<file path="src/rtl/multicycle_control.sv">
// multicycle_control: IF/ID/EX/MEM/WB sequencer for a shared-memory MIPS datapath.
// Optional interrupt entry state enabled by defining MULTICYCLE_CTRL_IRQ_EN.
module multicycle_control #(
    parameter int OPW     = 6,
    parameter int FNW     = 6,
    parameter int TO_W    = 8,
    parameter int TIMEOUT = 255
) (
    input  logic           clk,
    input  logic           reset,
    input  logic [OPW-1:0] OpCode,
    input  logic [FNW-1:0] Funct,
    input  logic           mem_ready,
`ifdef MULTICYCLE_CTRL_IRQ_EN
    input  logic           irq,
    output logic           irq_entry,
`endif
    output logic [2:0]     state,
    output logic           PCWrite,
    output logic           Branch,
    output logic [1:0]     PCSrc,
    output logic           IorD,
    output logic           MemRead,
    output logic           MemWrite,
    output logic           IRWrite,
    output logic           RegWrite,
    output logic [1:0]     RegDst,
    output logic [1:0]     MemtoReg,
    output logic           ALUSrc1,
    output logic           ALUSrc2,
    output logic           ExtOp,
    output logic           LuOp,
    output logic           illegal_op,
    output logic           bus_error
);
    typedef enum logic [2:0] {
        S_IF = 3'd0, S_ID = 3'd1, S_EX = 3'd2, S_MEM = 3'd3,
        S_WB = 3'd4, S_ERR = 3'd5, S_IRQ = 3'd6
    } state_t;

    typedef enum logic [3:0] {
        C_NOP, C_R, C_LOAD, C_STORE, C_BR, C_J,
        C_JAL, C_IMM, C_JR, C_JALR, C_ILL
    } cls_t;

    localparam logic [TO_W-1:0] TO_MAX = TO_W'(TIMEOUT);

    state_t          r_state;
    state_t          w_next;
    cls_t            r_cls;
    cls_t            w_cls;
    logic [OPW-1:0]  r_op;
    logic [FNW-1:0]  r_fn;
    logic [TO_W-1:0] r_cnt;
    logic            w_wait;

    // Classify the live IR fields; only meaningful while in ID.
    always_comb begin
        w_cls = C_ILL;
        unique case (1'b1)
            (OpCode == OPW'(0)) && (Funct == FNW'(8)): w_cls = C_JR;
            (OpCode == OPW'(0)) && (Funct == FNW'(9)): w_cls = C_JALR;
            (OpCode == OPW'(0)) && (Funct != FNW'(8))
                && (Funct != FNW'(9)):                   w_cls = C_R;
            OpCode == OPW'(8'h23):                     w_cls = C_LOAD;
            OpCode == OPW'(8'h2b):                     w_cls = C_STORE;
            (OpCode == OPW'(1))
                || ((OpCode >= OPW'(4)) && (OpCode <= OPW'(7))): w_cls = C_BR;
            OpCode == OPW'(2):                         w_cls = C_J;
            OpCode == OPW'(3):                         w_cls = C_JAL;
            (OpCode >= OPW'(8)) && (OpCode <= OPW'(15)): w_cls = C_IMM;
            default:                                   w_cls = C_ILL;
        endcase
    end

    // A memory-facing state that has not been answered yet this cycle.
    assign w_wait = ((r_state == S_IF) || (r_state == S_MEM)) && !mem_ready;

    // Next-state and per-state datapath controls; everything forced low in reset.
    always_comb begin
        w_next     = r_state;
        state      = 3'd0;
        PCWrite    = 1'b0;
        Branch     = 1'b0;
        PCSrc      = 2'd0;
        IorD       = 1'b0;
        MemRead    = 1'b0;
        MemWrite   = 1'b0;
        IRWrite    = 1'b0;
        RegWrite   = 1'b0;
        RegDst     = 2'd0;
        MemtoReg   = 2'd0;
        ALUSrc1    = 1'b0;
        ALUSrc2    = 1'b0;
        ExtOp      = 1'b0;
        LuOp       = 1'b0;
        illegal_op = 1'b0;
        bus_error  = 1'b0;
`ifdef MULTICYCLE_CTRL_IRQ_EN
        irq_entry  = 1'b0;
`endif
        if (reset) begin
            state = r_state;
            case (r_state)
                S_IF: begin
                    MemRead = 1'b1;
                    if (mem_ready) begin
                        IRWrite = 1'b1;
                        PCWrite = 1'b1;
                        w_next  = S_ID;
                    end
                end
                S_ID: begin
                    w_next = S_EX;
                    case (w_cls)
                        C_J: begin
                            PCWrite = 1'b1;
                            PCSrc   = 2'd2;
                            w_next  = S_IF;
                        end
                        C_JAL: begin
                            PCWrite  = 1'b1;
                            PCSrc    = 2'd2;
                            RegWrite = 1'b1;
                            RegDst   = 2'd2;
                            MemtoReg = 2'd2;
                            w_next   = S_IF;
                        end
                        C_JR: begin
                            PCWrite = 1'b1;
                            PCSrc   = 2'd3;
                            w_next  = S_IF;
                        end
                        C_JALR: begin
                            PCWrite  = 1'b1;
                            PCSrc    = 2'd3;
                            RegWrite = 1'b1;
                            MemtoReg = 2'd2;
                            w_next   = S_IF;
                        end
                        C_ILL: begin
                            illegal_op = 1'b1;
                            w_next     = S_IF;
                        end
                        default: w_next = S_EX;
                    endcase
                end
                S_EX: begin
                    ALUSrc1 = (r_cls == C_R) && ((r_fn == FNW'(0))
                              || (r_fn == FNW'(2)) || (r_fn == FNW'(3)));
                    ALUSrc2 = (r_cls == C_IMM) || (r_cls == C_LOAD)
                              || (r_cls == C_STORE);
                    ExtOp   = (r_cls == C_LOAD) || (r_cls == C_STORE)
                              || (r_cls == C_BR)
                              || ((r_cls == C_IMM) && (r_op < OPW'(8'h0c)));
                    LuOp    = (r_cls == C_IMM) && (r_op == OPW'(8'h0f));
                    case (r_cls)
                        C_BR: begin
                            Branch = 1'b1;
                            PCSrc  = 2'd1;
                            w_next = S_IF;
                        end
                        C_R, C_IMM:      w_next = S_WB;
                        C_LOAD, C_STORE: w_next = S_MEM;
                        default:         w_next = S_IF;
                    endcase
                end
                S_MEM: begin
                    IorD     = 1'b1;
                    MemRead  = (r_cls == C_LOAD);
                    MemWrite = (r_cls == C_STORE);
                    if (r_cls != C_LOAD && r_cls != C_STORE) begin
                        w_next = S_IF;
                    end else if (mem_ready) begin
                        w_next = (r_cls == C_LOAD) ? S_WB : S_IF;
                    end
                end
                S_WB: begin
                    RegWrite = 1'b1;
                    RegDst   = (r_cls == C_R) ? 2'd0 : 2'd1;
                    MemtoReg = (r_cls == C_LOAD) ? 2'd1 : 2'd0;
                    w_next   = S_IF;
                end
                S_ERR: begin
                    bus_error = 1'b1;
                    w_next    = S_ERR;
                end
                S_IRQ: begin
`ifdef MULTICYCLE_CTRL_IRQ_EN
                    irq_entry = 1'b1;
`endif
                    PCWrite  = 1'b1;
                    RegWrite = 1'b1;
                    RegDst   = 2'd3;
                    MemtoReg = 2'd3;
                    w_next   = S_IF;
                end
                default: w_next = S_IF;
            endcase
            if (w_wait && (r_cnt == TO_MAX)) begin
                w_next = S_ERR;
            end
`ifdef MULTICYCLE_CTRL_IRQ_EN
            if (irq && (w_next == S_IF) && (r_state == S_ID
                || r_state == S_EX || r_state == S_MEM
                || r_state == S_WB)) begin
                w_next = S_IRQ;
            end
`endif
        end
    end

    // State, latched class/opcode and memory-wait counter.
    always_ff @(posedge clk or negedge reset) begin
        if (!reset) begin
            r_state <= S_IF;
            r_cls   <= C_NOP;
            r_op    <= '0;
            r_fn    <= '0;
            r_cnt   <= '0;
        end else begin
            r_state <= w_next;
            if (r_state == S_ID) begin
                r_cls <= w_cls;
                r_op  <= OpCode;
                r_fn  <= Funct;
            end
            if ((w_next != r_state)
                && (w_next == S_IF || w_next == S_MEM)) begin
                r_cnt <= '0;
            end else if (w_wait && (w_next == r_state)) begin
                r_cnt <= r_cnt + TO_W'(1);
            end else begin
                r_cnt <= '0;
            end
        end
    end
endmodule
</file>
<file path="config.mk">
export PLATFORM = sky130hd
export DESIGN_NAME = multicycle_control
export DESIGN_NICKNAME = d
export VERILOG_FILES = /design/src/rtl/multicycle_control.sv
export SDC_FILE = /design/constraint.sdc
export NUM_CORES = 1
export LEC_CHECK = 0
export ABC_AREA = 1
export CAP_MARGIN = 15
export CORE_ASPECT_RATIO = 1.25
export CORE_MARGIN = 5
export CORE_UTILIZATION = 30
export DETAILED_ROUTE_END_ITERATION = 8
export GPL_TIMING_DRIVEN = 0
export PLACE_DENSITY = 0.55
export SYNTH_ARGS = -nofsm -noshare
export SYNTH_HDL_FRONTEND = slang
export SYNTH_SLANG_ARGS = --single-unit
export TNS_END_PERCENT = 5
</file>
<file path="constraint.sdc">
create_clock -name clk -period 1.7 [get_ports clk]
set_input_delay 0.17 -clock clk [delete_from_list [all_inputs] [get_ports clk]]
set_output_delay 0.17 -clock clk [all_outputs]
set_load 0.02 [all_outputs]
</file>
[Word-level counts from Yosys, hierarchy flattened]
Index checks and enable logic that the tools add are counted.
Word-level totals
  flip-flop bits (word level): 27
  output and inout port bits: 22
  input port bits: 15
  logic and storage cells: 138
Cells by class
  reduce and logical (&&, ||, !) cells: 37
  multiplexer cells: 56
  eq/ne operators: 34
  add/subtract/negate cells: 1
  $lt $le $gt $ge: 5
Operator list (count)
  one-hot mux 4 bit (9 select lines): 1
  2-to-1 mux 1 bit: 31
  == test 6 x 2 -> 1 bit, second input constant: 4
  2-to-1 mux 3 bit: 7
  == test 6 x 4 -> 1 bit, second input constant: 3
  == test 4 x 3 -> 1 bit, second input constant: 4
  2-to-1 mux 8 bit: 2
  one-hot mux 3 bit (5 select lines): 1
  logical AND 1 bit: 14
  == test 4 bit, second input constant: 3
  == test 6 bit, second input constant: 2
  zero test 6 bit: 2
  2-to-1 mux 2 bit: 6
  != test 6 x 4 -> 1 bit, second input constant: 2
  one-hot mux 2 bit (3 select lines): 2
  OR reduction 2 bit: 6
  logical OR 1 bit: 10
  == test 3 x 2 -> 1 bit, second input constant: 3
  == test 3 bit, second input constant: 3
  adder 8 x 1 -> 8 bit, second input constant: 1
  == test 4 x 2 -> 1 bit, second input constant: 2
  == test 8 bit, second input constant: 1
  != test 4 x 2 -> 1 bit, second input constant: 2
  one-hot mux 2 bit (2 select lines): 2
  other kinds (17): 19

[Logic depth before layout (Yosys ltp)]
Gate-level depths: netlist (run 1).
  word-level depth: 14
  gate-level depth with buffers: 11
  mapped depth without buffers: 11

[Least setup slack after synthesis (run 1)]
No wires, ideal clock.
  kind: register to output
  start: reg r_state[0]
  end: out LuOp
  setup slack: -33 ps
  stages on the path, launching flop included: 6
  arrival time: 1563 ps
  buffers on the path: 0
  required time: 1530 ps
  cell sequence: dfrtp_1 > inv_2 > nand2_2 > nor2_1 > nand2_1 > nor4_1
Between the ends
  word-level cells in the longest chain between the ends: 3
RTL lines
  from (decl): line 48  | state_t r_state;
  from (signal assigned): line 222  | r_state <= w_next;
  == test 3 x 2 -> 1 bit: line 104  | case (r_state)
  2-to-1 mux 1 bit: line 104
  2-to-1 mux 1 bit: line 102  | if (reset) begin
  to (decl): line 32  | output logic LuOp,
No other way between the ends.

[Final worst setup path (run 1)]
  start: reg r_state[1]
  end: out RegWrite
Between the ends
  word-level cells in the longest chain between the ends: 4
  elaborated cells on any way between the ends: 6
  classes of those cells: eq/ne (3); mux (2); reduce/logical (1)
RTL lines
  == test 3 bit: line 104
  OR reduction 2 bit (no source line)
  one-hot mux 1 bit (2 select lines) (*): line 104
  2-to-1 mux 1 bit (*): line 102
  to (decl): line 26  | output logic RegWrite,
Mark *: on every way between the ends. The rest lies on a longest branch, timed or not.

==> out/results.md, run 1 <==
| Metric | This run |
|---|---|
| Worst-case hold path end point | r_cnt[2] |
| Number of buffers between clock root and the deepest sink | 2 |
| Master cell of the clock root buffer | clkbuf_8 |
| RSZ-0062 raised after global routing | true |
| Worst slew margin relative to its limit | 69.4% |
| Reg-to-reg endpoint | r_cnt[0] |
| Clock latency at the later pin of the worst-skew pair | 0.28 ns |
| Final-stage net count | 301 |
| ANT cells | 0 |
| Total I/O pin count | 37 |
| Vias in the first global route | 1703 |
| Count of unique library cells instantiated by Yosys | 33 |
| Worst IR Drop VDD | 0.000395 V |
| Mean area per synthesized cell | 7.52 µm² |
| Startpoint of the lowest-slack register-to-register path | r_cnt[0] |
| Most common cell after layout, fill and taps aside | nand2_1 |
| Post-layout minimum cycle time | 1.91 ns |
| Worst r2r path cells | 10 |
| Die extent in x | 78.1 µm |
| HPWL after DPL | 3550 µm |
| Cell area after synthesis | 1740 µm² |
| Detail-routed net length per standard cell | 13.9 µm |
| Count of max-cap constraint violations | 0 |
| Sequential share of the synthesized area | 38.9% |
| DR vias | 1688 |
| Gr ovfl total | 0 |
| Fraction of final layout cells with drive strength greater than 1 | 34.2% |
| Global-route wire length before repair | 8040 µm |
| DRC marker count from the first detailed-route iteration | 67 |
| CTS tree | done |
| Number of buffers created by CTS | 3 |
| Startpoint of the worst hold path | reset |
| Die Footprint | 7420 µm² |
| Synthesized netlist cell count | 231 |
| Final-report hold violation count | 0 |
| Layout fillers | 600 |
| Initial core utilization | 30.5% |
| Data arrival at the endpoint of the critical path | 1.74 ns |
| Post-layout worst setup margin | -0.215 ns |
| Final Wtd Congestion | 0.835 |
| Number of antenna violations at the first check in global routing | 0 |
| Final non-filler cell area | 2460 µm² |
| FP Rows | 31 |
| Class of the tightest hold or removal check | in2reg |
| Area overhead of the layout relative to synthesis | 41.5% |
| CTS H-tree lvls | 1 |
| Hold Crit Depth | 4 |
| CP Class | reg2out |
| Fmax | 522 MHz |
| Routed WL | 4860 µm |
| Final hold slack | 0.311 ns |
| Count of antenna-violating nets left after detailed routing | 0 |
| Status | complete, but fails checks |
| Count of buffers inserted at the top-level ports | 36 |
| Filler-free cell count of the finished design | 350 |
| Max Clock Skew | 0.00449 ns |
| Placed Instance Area | 2180 µm² |
| Worst path required time | 1.53 ns |
| Failing checks | setup timing |
| Max-slew violation total from the final report | 0 |
| Highest-count cells in the layout ignoring fill and taps | nand2_1, dfrtp_1, inv_1 |
| Number of design rule violations left after detail routing | 0 |
| Maximum net fanout on the critical path | 4 |
| Post-layout total power | 2.40 mW |
| Power density of the placed cells | 975 nW/µm² |
| Total setup violations reported at the end of the flow | 11 |
| Flops & latches, synth | 27 |
| Clock-pin slew on the worst setup and hold paths | 0.11 ns |
| Total area of multi-input combinational cells | 1030 µm² |
| Startpoint types | flip-flop |
| CP Capture Type | output port |
| Floorplan core area | 5700 µm² |
| Pin count of the biggest net entering global routing | 28 |
| Net count after synthesis | 247 |
| Reg-to-reg setup timing slack | 0.05 ns |
| Reg area | 679 µm² |
| Placed Cells incl. Taps | 333 |
| Die extent in y | 95.1 µm |
| LEAKAGE | 1.13 nW |
| Via-per-instance ratio | 4.82 |
| TNS Setup | -0.856 ns |
| Syn. warnings | 0 |
| Total routing resource utilization after global routing | 13.3% |
| Slew @ Worst Pin | 0.458 ns |
| Clock sinks | 27 |
| Detailed-router iteration count before antenna repair | 4 |
| Final cycle utilization of the critical path | 113% |
## kinds of logic after synthesis
| kind of cell | share of synthesized area [%] |
|---|---|
| flip-flops | 38.9 |
| adder cells (fa/ha/maj) | 0.720 |
| AND/OR/NAND/NOR | 39.5 |
| buffers and inverters | 8.42 |
| XOR/XNOR | 3.02 |
| AO/OA/AOI/OAI | 9.43 |
## how the worst max path moves through the flow
stage                    start           to  slack (ns)  depth (start not counted)
floorplan           r_state[0]      PCWrite      -0.008                          7
global placement         reset  MemtoReg[1]       -2.03                          8
detailed placement       reset  MemtoReg[1]       -0.93                          8
CTS                 r_state[1]     RegWrite       -0.24                          9
global route        r_state[1]  MemtoReg[1]       -0.31                         10
finish              r_state[1]     RegWrite       -0.21                          9
## synthesized netlist by cell type (all sizes together)
cell / n / area, µm²
nor4: 3 / 18.8
clkbuf: 4 / 15.0
nand4: 5 / 31.3
nand3: 25 / 173
a311oi: 1 / 8.76
inv: 33 / 124
and3: 1 / 6.26
a41oi: 1 / 8.76
dfrtp: 27 / 676
xor2: 4 / 35.0
xnor2: 2 / 17.5
a31oi: 1 / 6.26
nor2: 31 / 131
nand3b: 2 / 15.0
ha: 1 / 12.5
o21a: 2 / 15.0
nand2: 53 / 216
a31o: 1 / 8.76
o21ai: 15 / 75.1
o22ai: 1 / 6.26
a21oi: 4 / 20.0
o211ai: 2 / 15.0
nor3: 11 / 95.1
buf: 1 / 7.51
## report_power, final
| part | switching (mW) | leakage [nW] | total (mW) | internal, mW |
|---|---|---|---|---|
| clock | 0.235 | 0.0261 | 0.407 | 0.172 |
| sequential | 0.171 | 0.342 | 1.02 | 0.846 |
| combinational | 0.603 | 0.765 | 0.974 | 0.371 |
| total | 1.01 | 1.13 | 2.40 | 1.39 |
## critical path, stage by stage, from the launching register on
cell	delay, ns
dfrtp_2	0.44
inv_2	0.08
nand2_4	0.06
nor2_4	0.14
inv_4	0.06
nor2_4	0.13
nand4_1	0.18
buf_4	0.19
nand3_2	0.07
buf_6	0.11
## sequential cells by signal, summed over array words and instances (netlist names)
signal and cells:
r_cls 4, r_op 6, r_state 3, r_cnt 8, r_fn 6
## layout make-up
class / count / share of cell area, %
clock inverter: 1 / 0.356
multi-input combinational: 166 / 42.0
tap: 66 / 3.36
clock buffer: 3 / 1.68
timing repair buffer: 49 / 18.6
inverter: 33 / 5.24
sequential: 27 / 27.6
buffer: 5 / 1.12
## timing repair
action / 4_1_cts / 5_1_grt
hold buffers: 2 / 0
buffers inserted: 6 / 5
hold endpoints to repair: 27 / 0
endpoints found under the setup margin: 30 / 28
pin swaps: 7 / 4
resized for setup: 113 / 24
## metal layers
layer,wire (µm),share of wire (%),vias up,track usage (%)
met5,0,0,-,0
met3,172,3.5,6,1.89
met2,2510,52,31,23.8
li1,-,-,865,-
met4,53,1.1,0,3.24
met1,2120,44,786,16.7
## stage by stage
step	worst slack [ns]	utilization, %
6_report	-0.215	43.1
5_1_grt	-0.306	43.1
4_1_cts	-0.242	41.3
3_5_place_dp	-0.929	38.3
3_3_place_gp	-2.03	38.4
2_1_floorplan	-0.00778	-
No activity file was read; power rests on OpenSTA's default activity.
==> run 2: changes to the inputs <==
--- a/config.mk
+++ b/config.mk
@@ -11,8 +11,8 @@
 export CORE_MARGIN = 5
 export CORE_UTILIZATION = 30
 export DETAILED_ROUTE_END_ITERATION = 8
-export GPL_TIMING_DRIVEN = 0
 export PLACE_DENSITY = 0.55
+export REMOVE_ABC_BUFFERS = 1
 export SYNTH_ARGS = -nofsm -noshare
 export SYNTH_HDL_FRONTEND = slang
 export SYNTH_SLANG_ARGS = --single-unit
==> run 2 against run 1 <==
Effect of this change: the run ends with hold timing, setup timing left; maximum frequency up 6.7%; routed wire length up 0.72%; combinational power up 19%; flip-flop and latch count unchanged; hold slack worse by 0.32 ns; count of clock-buffer cells in the layout unchanged; non-clock buffer count up 34; setup slack better by 0.12 ns; power up 6.9%; largest power group is now combinational logic.
==> out/results.md, run 2 (synthesized netlist as in run 1, its figures left out) <==
| Metric | This run |
|---|---|
| Status | complete, but fails checks |
| Failing checks | hold timing, setup timing |
| Met1 demand-to-capacity share in global routing | 15.3% |
| Final hold slack | -0.00438 ns |
| Detail-routed net length per standard cell | 12.8 µm |
| Top Registers | r_cnt (8), r_fn (6), r_op (6) |
| Layout fillers | 572 |
| Cell-by-cell trace of the critical path | clkdlybuf4s50_1 -> inv_2 -> nand2_4 -> nor2_4 -> nand3_2 -> o211ai_1 -> nand3_2 -> nand3_2 -> buf_6 |
| Clock latency at the later pin of the worst-skew pair | 0.28 ns |
| Worst r2r path cells | 11 |
| Total setup violations reported at the end of the flow | 16 |
| Max-slew violation total from the final report | 0 |
| Maximum net fanout on the critical path | 2 |
| Cell type of the slowest stage on the worst timing path | clkdlybuf4s50_1 |
| Met2 capacity usage during global routing | 24.4% |
| Vias in the first global route | 1801 |
| ANT cells | 0 |
| FP Rows | 31 |
| Largest register by flop count | r_cnt |
| Post-layout worst setup margin | -0.0944 ns |
| Worst path required time | 1.53 ns |
| Fraction of met3 tracks used by global routing | 1.61% |
| Number of buffers created by CTS | 3 |
| Placed Instance Area | 2510 µm² |
| Global-route wire length before repair | 7910 µm |
| Highest-count cells in the layout ignoring fill and taps | buf_4, nand2_1, dfrtp_1 |
| Reg area | 678 µm² |
| Master cell of the clock root buffer | clkbuf_8 |
| Setup slack at placement | -0.632 ns |
| Fmax | 557 MHz |
| Number of antenna violations at the first check in global routing | 0 |
| CTS tree | done |
| Worst slew margin relative to its limit | 64.5% |
| Final cycle utilization of the critical path | 106% |
| Class of the tightest hold or removal check | in2async |
| Area overhead of the layout relative to synthesis | 54.2% |
| Final Wtd Congestion | 0.851 |
| Power density of the placed cells | 957 nW/µm² |
| Worst IR Drop VDD | 0.000545 V |
| Count of antenna-violating nets left after detailed routing | 0 |
| Startpoint types | primary input |
| CP Class | in2out |
| Fraction of final layout cells with drive strength greater than 1 | 42.8% |
| Post-layout minimum cycle time | 1.79 ns |
| DRC marker count from the first detailed-route iteration | 38 |
| Clock sinks | 27 |
| Clock-pin slew on the worst setup and hold paths | 0.10 ns |
| Count of max-cap constraint violations | 0 |
| Number of design rule violations left after detail routing | 0 |
| Final non-filler cell area | 2680 µm² |
| TNS Setup | -0.753 ns |
| Reg-to-reg setup timing slack | -0.08 ns |
| Routed WL | 4900 µm |
| Data arrival at the endpoint of the critical path | 1.62 ns |
| Total routing resource utilization after global routing | 13.1% |
| Pin count of the biggest net entering global routing | 23 |
| LEAKAGE | 1.30 nW |
| Total area of multi-input combinational cells | 1030 µm² |
| HPWL after DPL | 3850 µm |
| Startpoint of the lowest-slack register-to-register path | r_state[2] |
| Detailed-router iteration count before antenna repair | 4 |
| Max Clock Skew | 0.00664 ns |
| Final-stage net count | 335 |
| Initial core utilization | 30.5% |
| Reg-to-reg endpoint | r_cnt[0] |
| Post-layout total power | 2.56 mW |
| CP Capture Type | output port |
| CTS H-tree lvls | 1 |
| Die extent in x | 78.1 µm |
| Die Footprint | 7420 µm² |
| Crit-path max cell delay | 0.43 ns |
| Gr ovfl total | 0 |
| Die extent in y | 95.1 µm |
| Number of buffers between clock root and the deepest sink | 2 |
| Final-report hold violation count | 13 |
| Grt peak-use layer | met2 |
| Most common cell after layout, fill and taps aside | buf_4 |
| Floorplan core area | 5700 µm² |
| Critical Path Most Common Cell | nand3_2 |
| Filler-free cell count of the finished design | 384 |
| Count of buffers inserted at the top-level ports | 36 |
| Largest register FFs | 8 |
| Slew @ Worst Pin | 0.530 ns |
| RSZ-0062 raised after global routing | true |
| Via-per-instance ratio | 4.66 |
| Placed Cells incl. Taps | 376 |
| Total I/O pin count | 37 |
| DR vias | 1790 |
| Final core utilization | 47.0% |
## run 2: cell count changes in the layout (fill, tap and decap cells not counted), moves of 4 or more
cell	change
nand2_2	+6
nand2_1	-4
buf_4	+45
buf_6	-4
## run 2: layout make-up
| type | instances | area share (%) |
|---|---|---|
| multi-input cells | 166 | 38.5 |
| clock buffers | 3 | 1.54 |
| repair buffers | 88 | 26.5 |
| well taps | 66 | 3.08 |
| flip-flops and latches | 27 | 25.3 |
| clock inverters | 1 | 0.327 |
| inverters | 33 | 4.72 |
## run 2: critical path, delay by kind of cell
| kind | cells | cell delay (ns) |
|---|---|---|
| buffers and inverters | 3 | 0.63 |
| AND/OR/NAND/NOR | 5 | 0.55 |
| AO/OA/AOI/OAI | 1 | 0.27 |
## run 2: power by group
group	leakage (nW)	total, mW	switching, mW	internal (mW)
sequential	0.343	1.00	0.157	0.844
clock	0.0261	0.398	0.226	0.173
combinational	0.934	1.16	0.635	0.529
## run 2: worst max path at each step
stage | start | to | slack [ns] | depth (start not counted)
floorplan | r_state[0] | PCWrite | -0.33 | 7
global placement | OpCode[2] | RegWrite | -0.57 | 9
detailed placement | OpCode[2] | RegWrite | -0.63 | 9
CTS | r_state[1] | RegWrite | -0.19 | 9
global route | OpCode[3] | RegWrite | -0.22 | 9
finish | OpCode[3] | RegWrite | -0.09 | 9
## run 2: layer usage
layer	vias to the layer above	wire length, µm
met4	0	49
met2	20	2650
met3	4	122
met1	840	2070
li1	926	-
met5	-	0
## run 2: what timing repair did
action	in CTS	in global routing
setup buffers	2	1
endpoints found under the hold margin	11	0
hold buffers	1	0
pin swaps	3	10
resized for setup	101	38
setup endpoints to repair	30	30
cloned	0	0
==> run 3: changes to the inputs <==
--- a/config.mk
+++ b/config.mk
@@ -13,6 +13,7 @@
 export DETAILED_ROUTE_END_ITERATION = 8
 export PLACE_DENSITY = 0.55
 export REMOVE_ABC_BUFFERS = 1
+export SLEW_MARGIN = 40
 export SYNTH_ARGS = -nofsm -noshare
 export SYNTH_HDL_FRONTEND = slang
 export SYNTH_SLANG_ARGS = --single-unit
==> constraint.sdc (replaced) <==
create_clock -name clk -period 2.24 [get_ports clk]
set_input_delay 0.224 -clock clk [delete_from_list [all_inputs] [get_ports clk]]
set_output_delay 0.224 -clock clk [all_outputs]
set_load 0.02 [all_outputs]
==> run 3 against run 2 <==
Effect of this change: the flow now finishes without violations; core utilization is 5.5 points lower; final cell count is 7.6% lower; register-to-register slack better by 0.64 ns; critical path depth is 3 lower; sequential share of layout area is 3.2 points higher; first-iteration DRC count is 58% higher; largest cell class unchanged; combinational power is 41% lower; flip-flop and latch count stayed put; clock skew is 0.0021 ns lower; routed wire length is 6.9% lower; global-route usage is 0.23 points lower; non-clock buffer count is 29 lower.
==> out/results.md, run 3 (synthesized netlist as in run 1, its figures left out) <==
| Metric | This run |
|---|---|
| Status | completed |
| Number of design rule violations left after detail routing | 0 |
| Routed WL | 4560 µm |
| ANT cells | 0 |
| Max-slew violation total from the final report | 0 |
| Setup slack at placement | -0.176 ns |
| Worst slew margin relative to its limit | 76.2% |
| Area overhead of the layout relative to synthesis | 36.3% |
| Master cell of the clock root buffer | clkbuf_8 |
| Post-layout worst setup margin | 0.150 ns |
| Switching power | 0.694 mW |
| Gr ovfl total | 0 |
| Crit-path max cell delay | 0.46 ns |
| Fraction of final layout cells with drive strength greater than 1 | 22.1% |
| CP Class | reg2out |
| Highest-count cells in the layout ignoring fill and taps | nand2_1, dfrtp_1, inv_1, nor2_1, buf_4 |
| Part of the total power dissipated in sequential elements | 43.5% |
| Detail-routed net length per standard cell | 12.8 µm |
| Count of antenna-violating nets left after detailed routing | 0 |
| FP Rows | 31 |
| Die extent in y | 95.1 µm |
| Worst IR Drop VDD | 0.000311 V |
| Power density of the placed cells | 729 nW/µm² |
| Largest register by flop count | r_cnt |
| Startpoint types | flip-flop |
| Post-layout minimum cycle time | 2.09 ns |
| Clock network fraction of design power | 17.1% |
| Number of buffers between clock root and the deepest sink | 2 |
| Fmax | 478 MHz |
| Class of the tightest hold or removal check | in2async |
| Slew @ Worst Pin | 0.357 ns |
| CTS tree | done |
| Final hold slack | 0.00800 ns |
| Final-stage net count | 306 |
| Number of antenna violations at the first check in global routing | 0 |
| Total routing resource utilization after global routing | 12.9% |
| CP Capture Type | output port |
| HPWL after DPL | 3640 µm |
| Final cycle utilization of the critical path | 93.3% |
| Count of buffers inserted at the top-level ports | 36 |
| Clock sinks | 27 |
| Via-per-instance ratio | 4.72 |
| Reg area | 676 µm² |
| Power Internal | 1.03 mW |
| Number of buffers inserted to repair setup after CTS | 0 |
| Die Footprint | 7420 µm² |
| Final Wtd Congestion | 0.856 |
| Clock-pin slew on the worst setup and hold paths | 0.10 ns |
| Top Registers | r_cnt (8), r_fn (6), r_op (6) |
| TNS Setup | 0 ns |
| Count of max-cap constraint violations | 0 |
| Layout fillers | 618 |
| Total I/O pin count | 37 |
| Max Clock Skew | 0.00457 ns |
| Total setup violations reported at the end of the flow | 0 |
| Floorplan core area | 5700 µm² |
| Switching Share | 40.2% |
| Power share of the combinational group | 39.5% |
| Maximum net fanout on the critical path | 5 |
| Pin count of the biggest net entering global routing | 26 |
| Initial core utilization | 30.5% |
| LEAKAGE | 1.17 nW |
| Detailed-router iteration count before antenna repair | 4 |
| Die extent in x | 78.1 µm |
| Cell-by-cell trace of the critical path | inv_2 -> nand2_2 -> nor2_2 -> nand2_1 -> o22ai_1 -> dlygate4sd2_1 |
| Largest register FFs | 8 |
| Number of buffers created by CTS | 3 |
| Worst path required time | 2.02 ns |
| Cell type of the slowest stage on the worst timing path | dfrtp_1 |
| DR vias | 1676 |
| Global-route wire length before repair | 7820 µm |
| Most common cell after layout, fill and taps aside | nand2_1 |
| Vias in the first global route | 1723 |
| DRC marker count from the first detailed-route iteration | 60 |
| Clock latency at the later pin of the worst-skew pair | 0.28 ns |
| Total area of multi-input combinational cells | 921 µm² |
| CTS H-tree lvls | 1 |
| RSZ-0062 raised after global routing | true |
| Data arrival at the endpoint of the critical path | 1.87 ns |
| Final-report hold violation count | 0 |
run 3: cell types whose count changed in the layout (fill, tap and decap cells not counted), sizes merged:
cell	change
dlymetal6s2s	+1
inv	-1
clkbuf	+2
clkinvlp	+1
clkdlybuf4s15	+2
clkdlybuf4s50	+7
buf	-48
dlygate4sd2	+7
run 3: per-layer routing:
layer / part of all wire (%) / vias to the layer above / GRT usage [%] / wire length [µm]
met1: 43 / 775 / 15.4 / 1960
met3: 2.8 / 5 / 1.70 / 128
met2: 53 / 25 / 23.8 / 2410
met5: 0 / - / 0 / 0
li1: - / 871 / - / -
met4: 1.3 / 0 / 3.94 / 60
run 3: per-stage QoR:
stage	total power, mW	utilization, %	area (µm²)	cells
global route	1.87	41.5	2370	355
detailed placement	1.45	40.7	2320	350
CTS	1.75	41.4	2360	355
finish	1.73	41.5	2370	355
floorplan	1.17	-	1720	226
global placement	1.44	40.7	2320	350
run 3: final cells by class:
class	count	area share [%]
timing repair buffer	59	21.8
inverter	33	5.23
tap	66	3.49
multi-input combinational	166	38.9
clock buffer	3	1.74
clock inverter	1	0.317
sequential	27	28.5
run 3: timing repair:
item,CTS,global route
hold endpoints to repair,7,0
endpoints found under the setup margin,13,10
gates cloned,0,0
gates resized for setup,13,11
hold buffers,1,0
run 3: power by group through the flow:
| stage | clock network (mW) | registers (mW) | logic, mW |
|---|---|---|---|
| final | 0.295 | 0.750 | 0.681 |
| after global routing | 0.319 | 0.775 | 0.779 |
| after CTS | 0.303 | 0.750 | 0.693 |
| after detailed placement | 0 | 0.760 | 0.693 |
| after global placement | 0 | 0.757 | 0.687 |
| after floorplan | 0 | 0.745 | 0.428 |
run 3: worst paths after layout:
path,slack (ns),depth (start not counted),from,endpoint
max,0.15,6,r_state[0],PCSrc[0]
min,0.008,2,reset,r_cls[2]
max reg2reg,0.56,11,r_state[2],r_cnt[7]
min reg2reg,0.48,1,r_cnt[0],r_cnt[0]
max in group asynchronous,1.39,3,reset,r_state[1]
min in group clk,0.36,3,reset,r_state[1]
run 3: worst max-delay path, delay by kind of cell, from the launching register on:
| kind | cells | cell delay (ns) |
|---|---|---|
| buf+inv | 2 | 0.48 |
| flops | 1 | 0.46 |
| simple gates | 3 | 0.42 |
| compound gates | 1 | 0.24 |
